File: config.mk
export PLATFORM = sky130hd
export DESIGN_NAME = dmem_access_ctrl
export DESIGN_NICKNAME = d
export VERILOG_FILES = /design/src/rtl/dmem_access_ctrl_pkg.sv /design/src/rtl/dmem_lane_align.sv /design/src/rtl/dmem_access_ctrl.sv
export SDC_FILE = /design/constraint.sdc
export NUM_CORES = 1
export LEC_CHECK = 0
export ABC_AREA = 1
export BUFFER_PORTS_ARGS = -buffer_cell sky130_fd_sc_hd__buf_2
export CORE_MARGIN = 3
export CORE_UTILIZATION = 35
export DETAILED_ROUTE_END_ITERATION = 8
export SYNTH_ARGS = -nofsm -noshare
export SYNTH_HDL_FRONTEND = slang
export SYNTH_SLANG_ARGS = --single-unit
File: constraint.sdc
create_clock -name clk -period 3.5 [get_ports clk]
set_input_delay 0.7 -clock clk [delete_from_list [all_inputs] [get_ports clk]]
set_output_delay 0.7 -clock clk [all_outputs]
set_load 0.05 [all_outputs]
File: src/rtl/dmem_access_ctrl_pkg.sv
// Shared width codes, FSM state encoding and the alignment rule for the
// MEM-stage data-memory access controller.
package dmem_access_ctrl_pkg;

  localparam logic [1:0] MEMW_BYTE = 2'b00;
  localparam logic [1:0] MEMW_HALF = 2'b01;
  localparam logic [1:0] MEMW_WORD = 2'b10;

  typedef enum logic [1:0] {
    DMEM_IDLE = 2'b00,
    DMEM_BUSY = 2'b01,
    DMEM_DONE = 2'b10
  } dmem_state_t;

  // Width code 11 behaves as a word access.
  function automatic logic is_misaligned(input logic [1:0] width, input logic [1:0] lo);
    case (width)
      MEMW_BYTE: is_misaligned = 1'b0;
      MEMW_HALF: is_misaligned = lo[0];
      default:   is_misaligned = (lo != 2'b00);
    endcase
  endfunction

endpackage

File: src/rtl/dmem_lane_align.sv
// Combinational lane steering: store byte enables / replicated store data,
// and load-data extraction with sign or zero extension.
module dmem_lane_align
  import dmem_access_ctrl_pkg::*;
#(
  parameter int BIG_ENDIAN = 0
) (
  input  logic [1:0]  width,
  input  logic [1:0]  lane,
  input  logic [31:0] wdata,
  output logic [3:0]  be,
  output logic [31:0] wdata_lanes,
  input  logic [1:0]  rd_width,
  input  logic [1:0]  rd_lane,
  input  logic        rd_sign,
  input  logic [31:0] rdata,
  output logic [31:0] load_data
);

  logic [1:0]  phys;
  logic [1:0]  rd_phys;
  logic [7:0]  rd_byte;
  logic [15:0] rd_half;

  // Big-endian mirrors the byte index; for halves only bit 1 matters.
  always_comb begin
    phys        = (BIG_ENDIAN != 0) ? ~lane : lane;
    be          = 4'b1111;
    wdata_lanes = wdata;
    case (width)
      MEMW_BYTE: begin
        be          = 4'b0001 << phys;
        wdata_lanes = {4{wdata[7:0]}};
      end
      MEMW_HALF: begin
        be          = phys[1] ? 4'b1100 : 4'b0011;
        wdata_lanes = {2{wdata[15:0]}};
      end
      MEMW_WORD: ;
      default: ;
    endcase
  end

  always_comb begin
    rd_phys   = (BIG_ENDIAN != 0) ? ~rd_lane : rd_lane;
    rd_byte   = rdata[{rd_phys, 3'b000} +: 8];
    rd_half   = rd_phys[1] ? rdata[31:16] : rdata[15:0];
    load_data = rdata;
    case (rd_width)
      MEMW_BYTE: load_data = {{24{rd_sign & rd_byte[7]}}, rd_byte};
      MEMW_HALF: load_data = {{16{rd_sign & rd_half[15]}}, rd_half};
      default: ;
    endcase
  end

endmodule

File: src/rtl/dmem_access_ctrl.sv
// MEM-stage data-memory sequencer: issues one req/ack bus cycle per load or
// store, stalls the pipeline until it completes, flags misalignment and timeout.
//
//  state     | meaning
//  DMEM_IDLE | waiting for MemRead/MemWrite; misaligned requests go straight to DONE
//  DMEM_BUSY | bus_req_o held, counting cycles until bus_ack_i or timeout
//  DMEM_DONE | one-cycle done_o with result flags; inputs ignored
module dmem_access_ctrl
  import dmem_access_ctrl_pkg::*;
#(
  parameter int TIMEOUT_CYCLES = 255,
  parameter int BIG_ENDIAN     = 0
) (
  input  logic        clk,
  input  logic        rst,
  input  logic        mem_read_i,
  input  logic        mem_write_i,
  input  logic [1:0]  mem_width_i,
  input  logic        sign_ext_i,
  input  logic [31:0] addr_i,
  input  logic [31:0] wdata_i,
  output logic        stall_o,
  output logic [31:0] rdata_o,
  output logic        done_o,
  output logic        misalign_o,
  output logic        err_o,
  output logic        bus_req_o,
  output logic        bus_we_o,
  output logic [31:0] bus_addr_o,
  output logic [3:0]  bus_be_o,
  output logic [31:0] bus_wdata_o,
  input  logic        bus_ack_i,
  input  logic [31:0] bus_rdata_i
);

  localparam logic [7:0] TMO_LAST = 8'(TIMEOUT_CYCLES - 1);

  dmem_state_t state, state_n;
  logic [7:0]  tmo_cnt;
  logic [1:0]  width_q;
  logic [1:0]  lane_q;
  logic        sign_q;
  logic        acc;
  logic        misal;
  logic [3:0]  be_c;
  logic [31:0] wdata_c;
  logic [31:0] load_c;

  assign acc     = mem_read_i | mem_write_i;
  assign misal   = is_misaligned(mem_width_i, addr_i[1:0]);
  assign stall_o = ((state == DMEM_IDLE) && acc) || (state == DMEM_BUSY);
  assign done_o  = (state == DMEM_DONE);

  dmem_lane_align #(.BIG_ENDIAN(BIG_ENDIAN)) u_align (
    .width       (mem_width_i),
    .lane        (addr_i[1:0]),
    .wdata       (wdata_i),
    .be          (be_c),
    .wdata_lanes (wdata_c),
    .rd_width    (width_q),
    .rd_lane     (lane_q),
    .rd_sign     (sign_q),
    .rdata       (bus_rdata_i),
    .load_data   (load_c)
  );

  always_comb begin
    state_n = state;
    case (state)
      DMEM_IDLE: if (acc) state_n = misal ? DMEM_DONE : DMEM_BUSY;
      DMEM_BUSY: if (bus_ack_i || (tmo_cnt == TMO_LAST)) state_n = DMEM_DONE;
      DMEM_DONE: state_n = DMEM_IDLE;
      default:   state_n = DMEM_IDLE;
    endcase
  end

  always_ff @(posedge clk) begin
    if (rst) begin
      state       <= DMEM_IDLE;
      tmo_cnt     <= 8'd0;
      width_q     <= 2'b00;
      lane_q      <= 2'b00;
      sign_q      <= 1'b0;
      rdata_o     <= 32'd0;
      misalign_o  <= 1'b0;
      err_o       <= 1'b0;
      bus_req_o   <= 1'b0;
      bus_we_o    <= 1'b0;
      bus_addr_o  <= 32'd0;
      bus_be_o    <= 4'b0000;
      bus_wdata_o <= 32'd0;
    end else begin
      state <= state_n;
      case (state)
        DMEM_IDLE: begin
          if (acc && !misal) begin
            bus_req_o   <= 1'b1;
            bus_we_o    <= mem_write_i;
            bus_addr_o  <= {addr_i[31:2], 2'b00};
            bus_be_o    <= be_c;
            bus_wdata_o <= wdata_c;
            width_q     <= mem_width_i;
            lane_q      <= addr_i[1:0];
            sign_q      <= sign_ext_i;
            tmo_cnt     <= 8'd0;
          end else if (acc) begin
            misalign_o <= 1'b1;
          end
        end
        DMEM_BUSY: begin
          tmo_cnt <= tmo_cnt + 8'd1;
          // Ack on the last allowed cycle still counts as a completion.
          if (bus_ack_i) begin
            bus_req_o <= 1'b0;
            rdata_o   <= bus_we_o ? 32'd0 : load_c;
          end else if (tmo_cnt == TMO_LAST) begin
            bus_req_o <= 1'b0;
            err_o     <= 1'b1;
          end
        end
        default: begin
          rdata_o    <= 32'd0;
          misalign_o <= 1'b0;
          err_o      <= 1'b0;
          tmo_cnt    <= 8'd0;
        end
      endcase
    end
  end

endmodule

==> results of run 1 <==
through the flow:
stage | setup WS [ns] | hold slack, ns | util
6_report | 1.44 | 0.452 | 0.473
3_5_place_dp | 1.16 | 0.451 | 0.436
4_1_cts | 1.41 | 0.459 | 0.473
3_3_place_gp | 1.23 | 0.447 | 0.436
5_1_grt | 1.27 | 0.478 | 0.473
2_1_floorplan | 1.28 | 0.454 | -
final cells by class:
type | count | area, um^2
clock inverter | 5 | 77.6
sequential | 117 | 2340
clock buffer | 23 | 468
fill | 1588 | 7720
multi-input combinational | 541 | 2530
timing repair buffer | 216 | 1120
inverter | 43 | 161
tap | 184 | 230
kinds of logic after synthesis:
logic type      after synthesis  share of synthesized area
simple gates                344                      0.282
compound gates              193                      0.190
flops                       117                      0.443
fa+ha+maj                     2                    0.00474
buf+inv                      91                     0.0794
other cells                   1                   0.000710
cell usage in the layout (no fill, tap or decap), types with 4 or more instances in the layout:
cell type	n
nand2_2	5
nand3_1	39
dfxtp_1	117
nor2_1	20
buf_4	9
clkbuf_16	17
buf_2	206
inv_1	38
a21oi_1	128
a31oi_1	9
inv_2	5
a21oi_2	4
o21ai_0	46
clkbuf_1	4
or2_2	12
nand3_2	10
nand2_1	251
how the worst max path moves through the flow:
stage                                              end  slack (ns)
after floorplan                                stall_o        1.28
after global placement         width_q[0]$_SDFFE_PP0P_        1.23
after detailed placement  bus_wdata_o[11]$_SDFFE_PP0P_        1.16
after CTS                                       done_o        1.41
after global routing          rdata_o[20]$_SDFFE_PP0P_        1.27
final                         rdata_o[31]$_SDFFE_PP0P_        1.44
routing by layer:
metal	wire length, um	up-vias	GRT usage
met5	0	-	0
met4	232	0	0.0649
met3	1360	20	0.0772
met2	7060	185	0.282
met1	7310	2426	0.252
li1	-	2819	-
where the power goes:
part,switching [mW],internal (mW)
Sequential,0.0546,1.42
Combinational,0.648,0.226
Clock,0.584,1.06
flip-flops by register name, summed over array words and instances, names as in the netlist:
| register | cells |
|---|---|
| bus_req_o | 1 |
| tmo_cnt | 8 |
| lane_q | 2 |
| bus_we_o | 1 |
| rdata_o | 32 |
| bus_wdata_o | 32 |
| sign_q | 1 |
| misalign_o | 1 |
| state | 2 |
| err_o | 1 |
| width_q | 2 |
| bus_be_o | 4 |
| bus_addr_o | 30 |
worst register-to-register path: stages, from the launching register on:
cell	delay (ns)
dfxtp_1	0.70
inv_2	0.25
nand2_1	0.11
nand2_1	0.11
nand2_2	0.09
nand2_2	0.07
nand2_4	0.13
nand3_4	0.24
nand3_1	0.18
a21oi_1	0.07
==> impl_summary.log, run 1 <==
[metrics] delay of the slowest cell on the worst path: 0.70 ns
[metrics] placed insts: 1,101
[metrics] RSZ-0062 raised after global routing: false
[metrics] cells along the critical path: inv_2 -> nand2_1 -> nand2_1 -> nand2_2 -> nand2_2 -> nand2_4 -> nand3_4 -> nand3_1 -> a21oi_1
[metrics] number of non-filler instances in the completed layout: 1,129
[metrics] clock-pin slew of the registers on the worst-case setup and hold paths: 0.05 ns
[metrics] post-route design area: 6930 um^2
[metrics] fraction of layout cells with a size suffix above 1: 0.297
[metrics] max-cap violations: 0
[metrics] setup violation total in the final timing report: 0
[metrics] peak fanout along the critical path: 18
[metrics] synthesized cell area: 5280 um^2
[metrics] transition at the pin with the smallest max-transition slack: 0.697 ns
[metrics] global-route wire length before repair: 25.3 mm
[metrics] Primary FF master, synth: dfxtp_1
[metrics] Pwr per Cell Area: 578 nW/um^2
[metrics] pin count of the biggest net entering global routing: 70
[metrics] final hold vios: 0
[metrics] maximum level of the CTS H-tree: 4
[metrics] clock latency reported for the late side of the worst-skew pair: 0.41 ns
[metrics] Floorplan Core Area: 14,600 um^2
[metrics] worst endpoint required time: 3.79 ns
[metrics] leading cell types by count after synthesis: nand2_1 (251), a21oi_1 (129), dfxtp_1 (117), o21ai_0 (46), nand3_1 (39)
[metrics] nature of the critical path endpoint: register
[metrics] area of the die: 16,600 um^2
[metrics] peak supply drop: 315 uV
[metrics] Clock Tree Buf Depth: 2
[metrics] Crit path max-delay family: simple AND/OR/NAND/NOR gates
[metrics] setup total negative slack: 0 ns
[metrics] power after layout: 4.00 mW
[metrics] startpoint of the most critical register-to-register path: lane_q[1]$_SDFFE_PP0P_
[metrics] most common cell in the netlist: nand2_1
[metrics] register-to-register path setup slack: 1.44 ns
[metrics] GRT Resource Usage Total: 0.190
[metrics] minimum period implied by the final worst setup slack: 2.06 ns
[metrics] Routed Antenna Nets: 0
[metrics] worst hold stages: 2
[metrics] r2r endpoint: rdata_o[31]$_SDFFE_PP0P_
[metrics] standby leakage power: 3.18 nW
[metrics] synthesized netlist cell count: 748
[metrics] vias in the first global route: 5,059
[metrics] TritonCTS Sinks: 117
[metrics] CP Class: register to register
[metrics] Setup crit start: lane_q[1]$_SDFFE_PP0P_
[metrics] Final Net Count: 1,042
[metrics] Post-CTS Setup Bufs: 0
[metrics] worst reg-to-reg path cell count: 9
[metrics] die width: 129 um
[metrics] final clock skew: 0.0118 ns
[metrics] Period Utilization, post-route: 0.589
[metrics] Resize count post-CTS: 0
[metrics] number of inserted diodes: 0
[metrics] routability congestion estimate from global placement: 0.814
[metrics] hold path startpoint: err_o$_SDFFE_PP0P_
[metrics] status: finished clean
[metrics] DIE HEIGHT: 129 um
[metrics] Hold Path Class: register to register
[metrics] number of standard-cell rows in the floorplan: 44
[metrics] synth-to-layout area growth: 31.1%
[metrics] Initial DRC Count: 281
[metrics] starting density of the core: 0.361
[metrics] cell area reported after detailed placement: 6380 um^2
[metrics] number of buffers and inverters on the critical path: 1
[metrics] number of CTS-inserted buffers: 17
[metrics] number of warnings printed during yosys synthesis: 0
[metrics] category of the worst setup path launch point: register
[metrics] CTS root buffer: clkbuf_16
[metrics] area share of the largest cell type after synthesis: 0.443
[metrics] TritonCTS clock tree: yes
[metrics] endpoint of the worst hold-timing path: err_o$_SDFFE_PP0P_
[metrics] Distinct cells, synth: 32
[metrics] data arrival at the endpoint of the critical path: 2.35 ns
[metrics] antenna violations before repair: 0
[metrics] highest achievable clock rate: 485 MHz
[metrics] CP max stage cell: dfxtp_1
[metrics] top cells by area, synth: dfxtp_1 (44%), nand2_1 (18%), a21oi_1 (12%)
[metrics] remaining global-route overflow: 0
[metrics] per-cell via count in the routed design: 4.83
[metrics] register bit total from synthesis: 117
[metrics] Async SR Flop Fraction: 0
[metrics] mean instance size in the synthesized netlist: 7.06 um^2
[metrics] pins over their slew limit: 0
[metrics] wire length per cell after detailed routing: 14.1 um
[metrics] detailed placement HPWL: 11.3 mm
[metrics] DRC violations left: 0
[metrics] most area-hungry cell type in the Yosys netlist: dfxtp_1
[metrics] Boundary Pins: 210
[metrics] number of enable flip-flop cells after synthesis: 0
[metrics] relative slew slack: 0.536
[metrics] sequential fraction of the synthesis area: 0.443
[metrics] quantity of hold-fixing buffers added after cts: 0
[metrics] number of buffers added on ports: 207
[metrics] Vias: 5,450
[metrics] number of detailed-routing iterations run before antenna repair: 4
[metrics] stages on the worst setup path: 9
[metrics] wire length reported by the detailed router: 16.0 mm
No activity file was read; power rests on OpenSTA's default activity.
==> run 2, diff against run 1 <==
- clock period: 3.5 -> 1.8 ns (I/O delays scaled with it)
==> run 2 against run 1 <==
  * Sequential share of layout area down 0.65 points
  * Sequential power up 94%
  * Combinational power up 100%
  * Power up 96%
  * Count of clock-buffer cells in the layout down 3
  * Die area unchanged
  * Global-route usage up 0.21 points
==> impl_summary.log, run 2 (synthesis gave the netlist of run 1 again) <==
[metrics] worst reg-to-reg path cell count: 9 (unchanged)
[metrics] peak fanout along the critical path: 4 (-14)
[metrics] wire length reported by the detailed router: 16.0 mm (+0.33%)
[metrics] Vias: 5,464 (+0.26%)
[metrics] max-cap violations: 0 (unchanged)
[metrics] wire length per cell after detailed routing: 14.0 um (-0.64%)
[metrics] antenna violations before repair: 0 (unchanged)
[metrics] commonest non-fill, non-tap cell in the layout: nand2_1
[metrics] Setup crit start: state[0]$_SDFFE_PP0P_
[metrics] clock-pin slew of the registers on the worst-case setup and hold paths: 0.06 ns (about the same)
[metrics] quantity of hold-fixing buffers added after cts: 0 (unchanged)
[metrics] minimum period implied by the final worst setup slack: 1.68 ns
[metrics] TritonCTS Sinks: 117 (unchanged)
[metrics] relative slew slack: 0.615 (+0.0792)
[metrics] number of standard-cell rows in the floorplan: 44 (unchanged)
[metrics] DRC violations left: 0 (unchanged)
[metrics] Initial DRC Count: 312 (+11%)
[metrics] number of buffers added on ports: 207 (unchanged)
[metrics] Critical Path Sink: stall_o
[metrics] category of the worst setup path launch point: register
[metrics] CP max stage cell: dfxtp_1
[metrics] Floorplan Core Area: 14,600 um^2 (unchanged)
[metrics] vias in the first global route: 5,140 (+1.6%)
[metrics] RSZ-0062 raised after global routing: false
[metrics] biggest regs: bus_wdata_o: 32 flops, rdata_o: 32 flops, bus_addr_o: 30 flops
[metrics] cells along the critical path: inv_1 -> a21oi_1 -> buf_2
[metrics] starting density of the core: 0.361 (unchanged)
[metrics] pins over their slew limit: 0 (unchanged)
[metrics] setup violation total in the final timing report: 0 (unchanged)
[metrics] per-cell via count in the routed design: 4.79 (-0.71%)
[metrics] register-to-register path setup slack: 0.22 ns (-1.22 ns)
[metrics] CP Class: register to primary output
[metrics] standby leakage power: 3.25 nW (+2.0%)
[metrics] fill cell count: 1,528 (-3.8%)
[metrics] Fin Hold WS: 0.188 ns (-0.264 ns)
[metrics] Period Utilization, post-route: 0.936
[metrics] status: finished clean
[metrics] number of detailed-routing iterations run before antenna repair: 4 (unchanged)
[metrics] Hold Path Class: input pin to register
[metrics] area of the die: 16,600 um^2 (unchanged)
[metrics] peak supply drop: 745 uV (+140%)
[metrics] DIE HEIGHT: 129 um (unchanged)
[metrics] synth-to-layout area growth: 33.8%
[metrics] r2r endpoint: rdata_o[20]$_SDFFE_PP0P_
[metrics] Final Net Count: 1,049 (+0.67%)
[metrics] GRT Resource Usage Total: 0.193 (+0.00208)
[metrics] delay of the slowest cell on the worst path: 0.38 ns (-0.32 ns)
[metrics] worst endpoint required time: 1.44 ns (-2.35 ns)
[metrics] setup total negative slack: 0 ns (unchanged)
[metrics] Routed Antenna Nets: 0 (unchanged)
[metrics] routability congestion estimate from global placement: 0.806 (-1.0%)
[metrics] fraction of layout cells with a size suffix above 1: 0.311 (+0.0133)
[metrics] CTS root buffer: clkbuf_16
[metrics] Boundary Pins: 210 (unchanged)
[metrics] TritonCTS clock tree: yes
[metrics] final hold vios: 0 (unchanged)
[metrics] core utilization of the finished layout: 0.482 (+0.00957)
[metrics] startpoint of the most critical register-to-register path: lane_q[1]$_SDFFE_PP0P_
[metrics] power after layout: 7.86 mW (+96%)
[metrics] clock latency reported for the late side of the worst-skew pair: 0.41 ns (about the same)
[metrics] data arrival at the endpoint of the critical path: 1.32 ns (-1.03 ns)
[metrics] pin count of the biggest net entering global routing: 99 (+41%)
[metrics] global-route wire length before repair: 25.7 mm (+1.5%)
[metrics] final clock skew: 0.00660 ns (-0.00523 ns)
[metrics] commonest non-fill, non-tap cells in the layout: nand2_1 (251), buf_2 (206), a21oi_1 (128)
[metrics] Clock Tree Buf Depth: 2 (unchanged)
[metrics] highest achievable clock rate: 594 MHz
[metrics] Pwr per Cell Area: 1110 nW/um^2 (+93%)
[metrics] detailed placement HPWL: 11.2 mm (-1.1%)
[metrics] number of inserted diodes: 0 (unchanged)
[metrics] number of CTS-inserted buffers: 17 (unchanged)
[metrics] maximum level of the CTS H-tree: 4 (unchanged)
[metrics] transition at the pin with the smallest max-transition slack: 0.577 ns (-0.119 ns)
[metrics] nature of the critical path endpoint: primary output
[metrics] die width: 129 um (unchanged)
[metrics] remaining global-route overflow: 0 (unchanged)
-- run 2: cell count changes in the layout (fill, tap and decap cells not counted) --
cell / previous run / this run
clkbuf_8: 2 / 3
clkbuf_1: 4 / 0
inv_6: 0 / 2
dfxtp_2: 0 / 1
dfxtp_1: 117 / 116
clkinvlp_4: 1 / 4
bufinv_16: 2 / 1
clkinv_2: 2 / 5
buf_4: 9 / 11
buf_12: 1 / 6
-- run 2: cell type report --
cell class / count / area [um^2] / area share
Timing Repair Buffer: 223 / 1230 / 0.175
Sequential cell: 117 / 2340 / 0.332
Inverter: 43 / 161 / 0.0228
Clock inverter: 12 / 103 / 0.0145
Multi-Input combinational cell: 541 / 2530 / 0.358
Clock buffer: 20 / 467 / 0.0661
Tap cell: 184 / 230 / 0.0326
-- run 2: layer usage --
| layer | vias up | global-route usage | wire (um) |
|---|---|---|---|
| li1 | 2829 | - | - |
| met1 | 2429 | 0.256 | 7360 |
| met2 | 198 | 0.296 | 7040 |
| met3 | 8 | 0.0722 | 1490 |
| met4 | 0 | 0.0482 | 127 |
| met5 | - | 0 | 0 |
-- run 2: worst min path at each step --
stage | startpoint | to | slack [ns] | cells past startpoint
finish | addr_i[28] | bus_addr_o[28]$_SDFFE_PP0P_ | 0.19 | 3
global route | addr_i[5] | bus_addr_o[5]$_SDFFE_PP0P_ | 0.18 | 3
CTS | addr_i[15] | bus_addr_o[15]$_SDFFE_PP0P_ | 0.17 | 3
detailed placement | rdata_o[2]$_SDFFE_PP0P_ | rdata_o[2]$_SDFFE_PP0P_ | 0.45 | 2
global placement | err_o$_SDFFE_PP0P_ | err_o$_SDFFE_PP0P_ | 0.44 | 2
floorplan | tmo_cnt[3]$_SDFFE_PP0P_ | tmo_cnt[3]$_SDFFE_PP0P_ | 0.45 | 2
-- run 2: worst max-delay path: cells and delay by family (launching register included) --
kind / cells / cell delay, ns
AOI/OAI and AO/OA: 1 / 0.16
buffers and inverters: 2 / 0.38
DFF: 1 / 0.38
-- run 2: power by group --
| part | internal [mW] | switching [mW] | leakage [nW] |
|---|---|---|---|
| registers | 2.77 | 0.0985 | 0.955 |
| logic | 0.489 | 1.28 | 2.02 |
| clock network | 2.00 | 1.22 | 0.274 |
-- run 2: what timing repair did --
| item | CTS | global route |
|---|---|---|
| setup endpoints to repair | 0 | 1 |
| gates resized for setup | 0 | 1 |
| setup buffers | 0 | 0 |
-- run 2: per-stage QoR --
stage,worst slack [ns],std cells,area (um^2)
6_report,0.116,1140,7070
5_1_grt,0.0604,1140,7070
4_1_cts,0.0607,1140,7060
3_5_place_dp,0.171,1108,6490
3_3_place_gp,0.153,1108,6490
2_1_floorplan,0.222,749,5290
==> run 3, diff against run 2 <==
- CAP_MARGIN: unset -> 20
- CELL_PAD_IN_SITES_DETAIL_PLACEMENT: unset -> 1
- CELL_PAD_IN_SITES_GLOBAL_PLACEMENT: unset -> 1
- CORE_UTILIZATION: 35 -> 30
- PLACE_DENSITY_LB_ADDON: unset -> 0.1
==> run 3 against run 2 <==
  * Clock power rose by 13%
  * Flip-flop and latch count unchanged
  * Combinational power about the same
  * Routed wire length rose by 18%
  * Count of clock-buffer cells in the layout grew 4
  * First-iteration DRC count shrank 29%
  * Worst setup slack lost 0.028 ns
  * Die area is 16% higher
  * Register-to-register slack is essentially flat
  * Sequential share of layout area is 0.47 points lower
==> impl_summary.log, run 3 (synthesis gave the netlist of run 1 again) <==
[metrics] status: finished clean
[metrics] peak fanout along the critical path: 4 (unchanged)
[metrics] worst reg-to-reg path cell count: 9 (unchanged)
[metrics] biggest regs: bus_wdata_o: 32 flops, rdata_o: 32 flops, bus_addr_o: 30 flops
[metrics] max-cap violations: 0 (unchanged)
[metrics] highest achievable clock rate: 584 MHz (-1.6%)
[metrics] peak supply drop: 636 uV (-15%)
[metrics] CP max stage cell: dfxtp_1
[metrics] hold path startpoint: addr_i[26]
[metrics] number of buffers added on ports: 207 (unchanged)
[metrics] Period Utilization, post-route: 0.951 (+0.0154)
[metrics] delay of the slowest cell on the worst path: 0.38 ns (about the same)
[metrics] final hold vios: 0 (unchanged)
[metrics] nature of the critical path endpoint: primary output
[metrics] standby leakage power: 3.28 nW (+1.0%)
[metrics] CTS root buffer: clkbuf_16
[metrics] Crit path max-delay family: flip-flops
[metrics] DIE HEIGHT: 139 um (+7.6%)
[metrics] pin count of the biggest net entering global routing: 59 (-40%)
[metrics] worst path setup slack after routing: 0.0879 ns (-0.0277 ns)
[metrics] Setup crit start: state[0]$_SDFFE_PP0P_
[metrics] vias in the first global route: 6,102 (+19%)
[metrics] number of standard-cell rows in the floorplan: 47 (+6.8%)
[metrics] TritonCTS Sinks: 117 (unchanged)
[metrics] starting density of the core: 0.313 (-0.0477)
[metrics] synth-to-layout area growth: 35.7%
[metrics] pins over their slew limit: 0 (unchanged)
[metrics] detailed placement HPWL: 13.9 mm (+24%)
[metrics] Clock Tree Buf Depth: 2 (unchanged)
[metrics] Boundary Pins: 210 (unchanged)
[metrics] commonest non-fill, non-tap cell in the layout: nand2_1
[metrics] commonest non-fill, non-tap cells in the layout: nand2_1 (251), buf_2 (206), a21oi_1 (128)
[metrics] Floorplan Core Area: 16,900 um^2 (+15%)
[metrics] routability congestion estimate from global placement: 0.828 (+2.8%)
[metrics] number of inserted diodes: 0 (unchanged)
[metrics] worst endpoint required time: 1.44 ns (about the same)
[metrics] clock-pin slew of the registers on the worst-case setup and hold paths: 0.05 ns (about the same)
[metrics] Final Net Count: 1,051 (+0.19%)
[metrics] endpoint of the worst hold-timing path: bus_addr_o[26]$_SDFFE_PP0P_
[metrics] maximum level of the CTS H-tree: 4 (unchanged)
[metrics] minimum period implied by the final worst setup slack: 1.71 ns (+0.0277 ns)
[metrics] Routed Antenna Nets: 0 (unchanged)
[metrics] number of CTS-inserted buffers: 17 (unchanged)
[metrics] data arrival at the endpoint of the critical path: 1.35 ns (+0.03 ns)
[metrics] startpoint of the most critical register-to-register path: width_q[0]$_SDFFE_PP0P_
[metrics] Pwr per Cell Area: 1160 nW/um^2 (+4.1%)
[metrics] fill cell count: 2,190 (+43%)
[metrics] die width: 139 um (+7.6%)
[metrics] setup violation total in the final timing report: 0 (unchanged)
[metrics] number of detailed-routing iterations run before antenna repair: 4 (unchanged)
[metrics] fraction of layout cells with a size suffix above 1: 0.309 (-0.00169)
[metrics] global-route wire length before repair: 30.8 mm (+20%)
[metrics] cells along the critical path: inv_1 -> a21oi_1 -> buf_2
[metrics] number of buffers and inverters on the critical path: 2 (unchanged)
[metrics] RSZ-0062 raised after global routing: false
[metrics] DRC violations left: 0 (unchanged)
[metrics] multi-input gate area in the final layout: 2530 um^2 (unchanged)
[metrics] antenna violations before repair: 2 (+2)
[metrics] r2r endpoint: rdata_o[20]$_SDFFE_PP0P_
[metrics] area of the die: 19,200 um^2 (+16%)
[metrics] remaining global-route overflow: 0 (unchanged)
[metrics] setup total negative slack: 0 ns (unchanged)
[metrics] pre-CTS setup slack: 0.0332 ns (-0.138 ns)
[metrics] wire length reported by the detailed router: 18.8 mm (+18%)
[metrics] final clock skew: 0.0115 ns (+0.00491 ns)
[metrics] per-cell via count in the routed design: 4.79 (about the same)
[metrics] wire length per cell after detailed routing: 16.0 um (+14%)
[metrics] clock latency reported for the late side of the worst-skew pair: 0.42 ns (about the same)
[metrics] category of the worst setup path launch point: register
[metrics] Hold Path Class: input pin to register
[metrics] CP Class: register to primary output
[metrics] worst hold stages: 3 (unchanged)
[metrics] Vias: 5,648 (+3.4%)
[metrics] Initial DRC Count: 220 (-29%)
[metrics] GRT Resource Usage Total: 0.196 (+0.00318)
[metrics] register-to-register path setup slack: 0.21 ns (about the same)
[metrics] TritonCTS clock tree: yes
[metrics] Register Area: 2340 um^2 (unchanged)
[run 3: worst max path at each step]
stage | to | slack, ns | cells after the start
5_1_grt | stall_o | 0.000009 | 3
6_report | stall_o | 0.09 | 3
4_1_cts | stall_o | 0.06 | 3
3_3_place_gp | bus_wdata_o[23]$_SDFFE_PP0P_ | 0.12 | 11
3_5_place_dp | bus_wdata_o[23]$_SDFFE_PP0P_ | 0.03 | 11
2_1_floorplan | stall_o | 0.22 | 2
[run 3: metrics by stage]
step	hold WS [ns]	utilization	instances	cell area, um^2	power (mW)
global route	0.176	0.425	1178	7170	8.73
floorplan	0.454	-	749	5290	4.18
global placement	0.450	0.387	1146	6530	4.69
finish	0.188	0.425	1178	7170	8.31
CTS	0.171	0.425	1178	7170	8.42
detailed placement	0.453	0.387	1146	6530	4.73
[run 3: final cells by class]
cell class / count / share of cell area
multi-input cells: 541 / 0.353
repair buffers: 225 / 0.171
well taps: 220 / 0.0384
flip-flops and latches: 117 / 0.327
clock buffers: 24 / 0.0686
clock inverters: 8 / 0.0202
inverters: 43 / 0.0225
[run 3: worst register-to-register path: stages (launching register included)]
cell     delay (ns)
dfxtp_2        0.36
inv_2          0.10
nand2_2        0.08
nor2_4         0.20
nand2_2        0.08
nand2_2        0.10
nand2_4        0.10
nand3_4        0.23
nand3_1        0.15
a21oi_1        0.14
[run 3: per-layer routing]
metal	GRT usage	part of all wire
met1	0.220	0.41
met2	0.345	0.50
met3	0.0734	0.070
met4	0.0587	0.014
met5	0	0.0014
[run 3: timing repair]
action	4_1_cts	5_1_grt
endpoints found under the setup margin	0	3
resized for setup	0	1
setup buffers	0	0
hold buffers	0	0
[run 3: power breakdown]
part | total, mW | internal (mW) | switching (mW)
logic | 1.78 | 0.479 | 1.30
registers | 2.88 | 2.77 | 0.107
clock network | 3.65 | 2.46 | 1.19
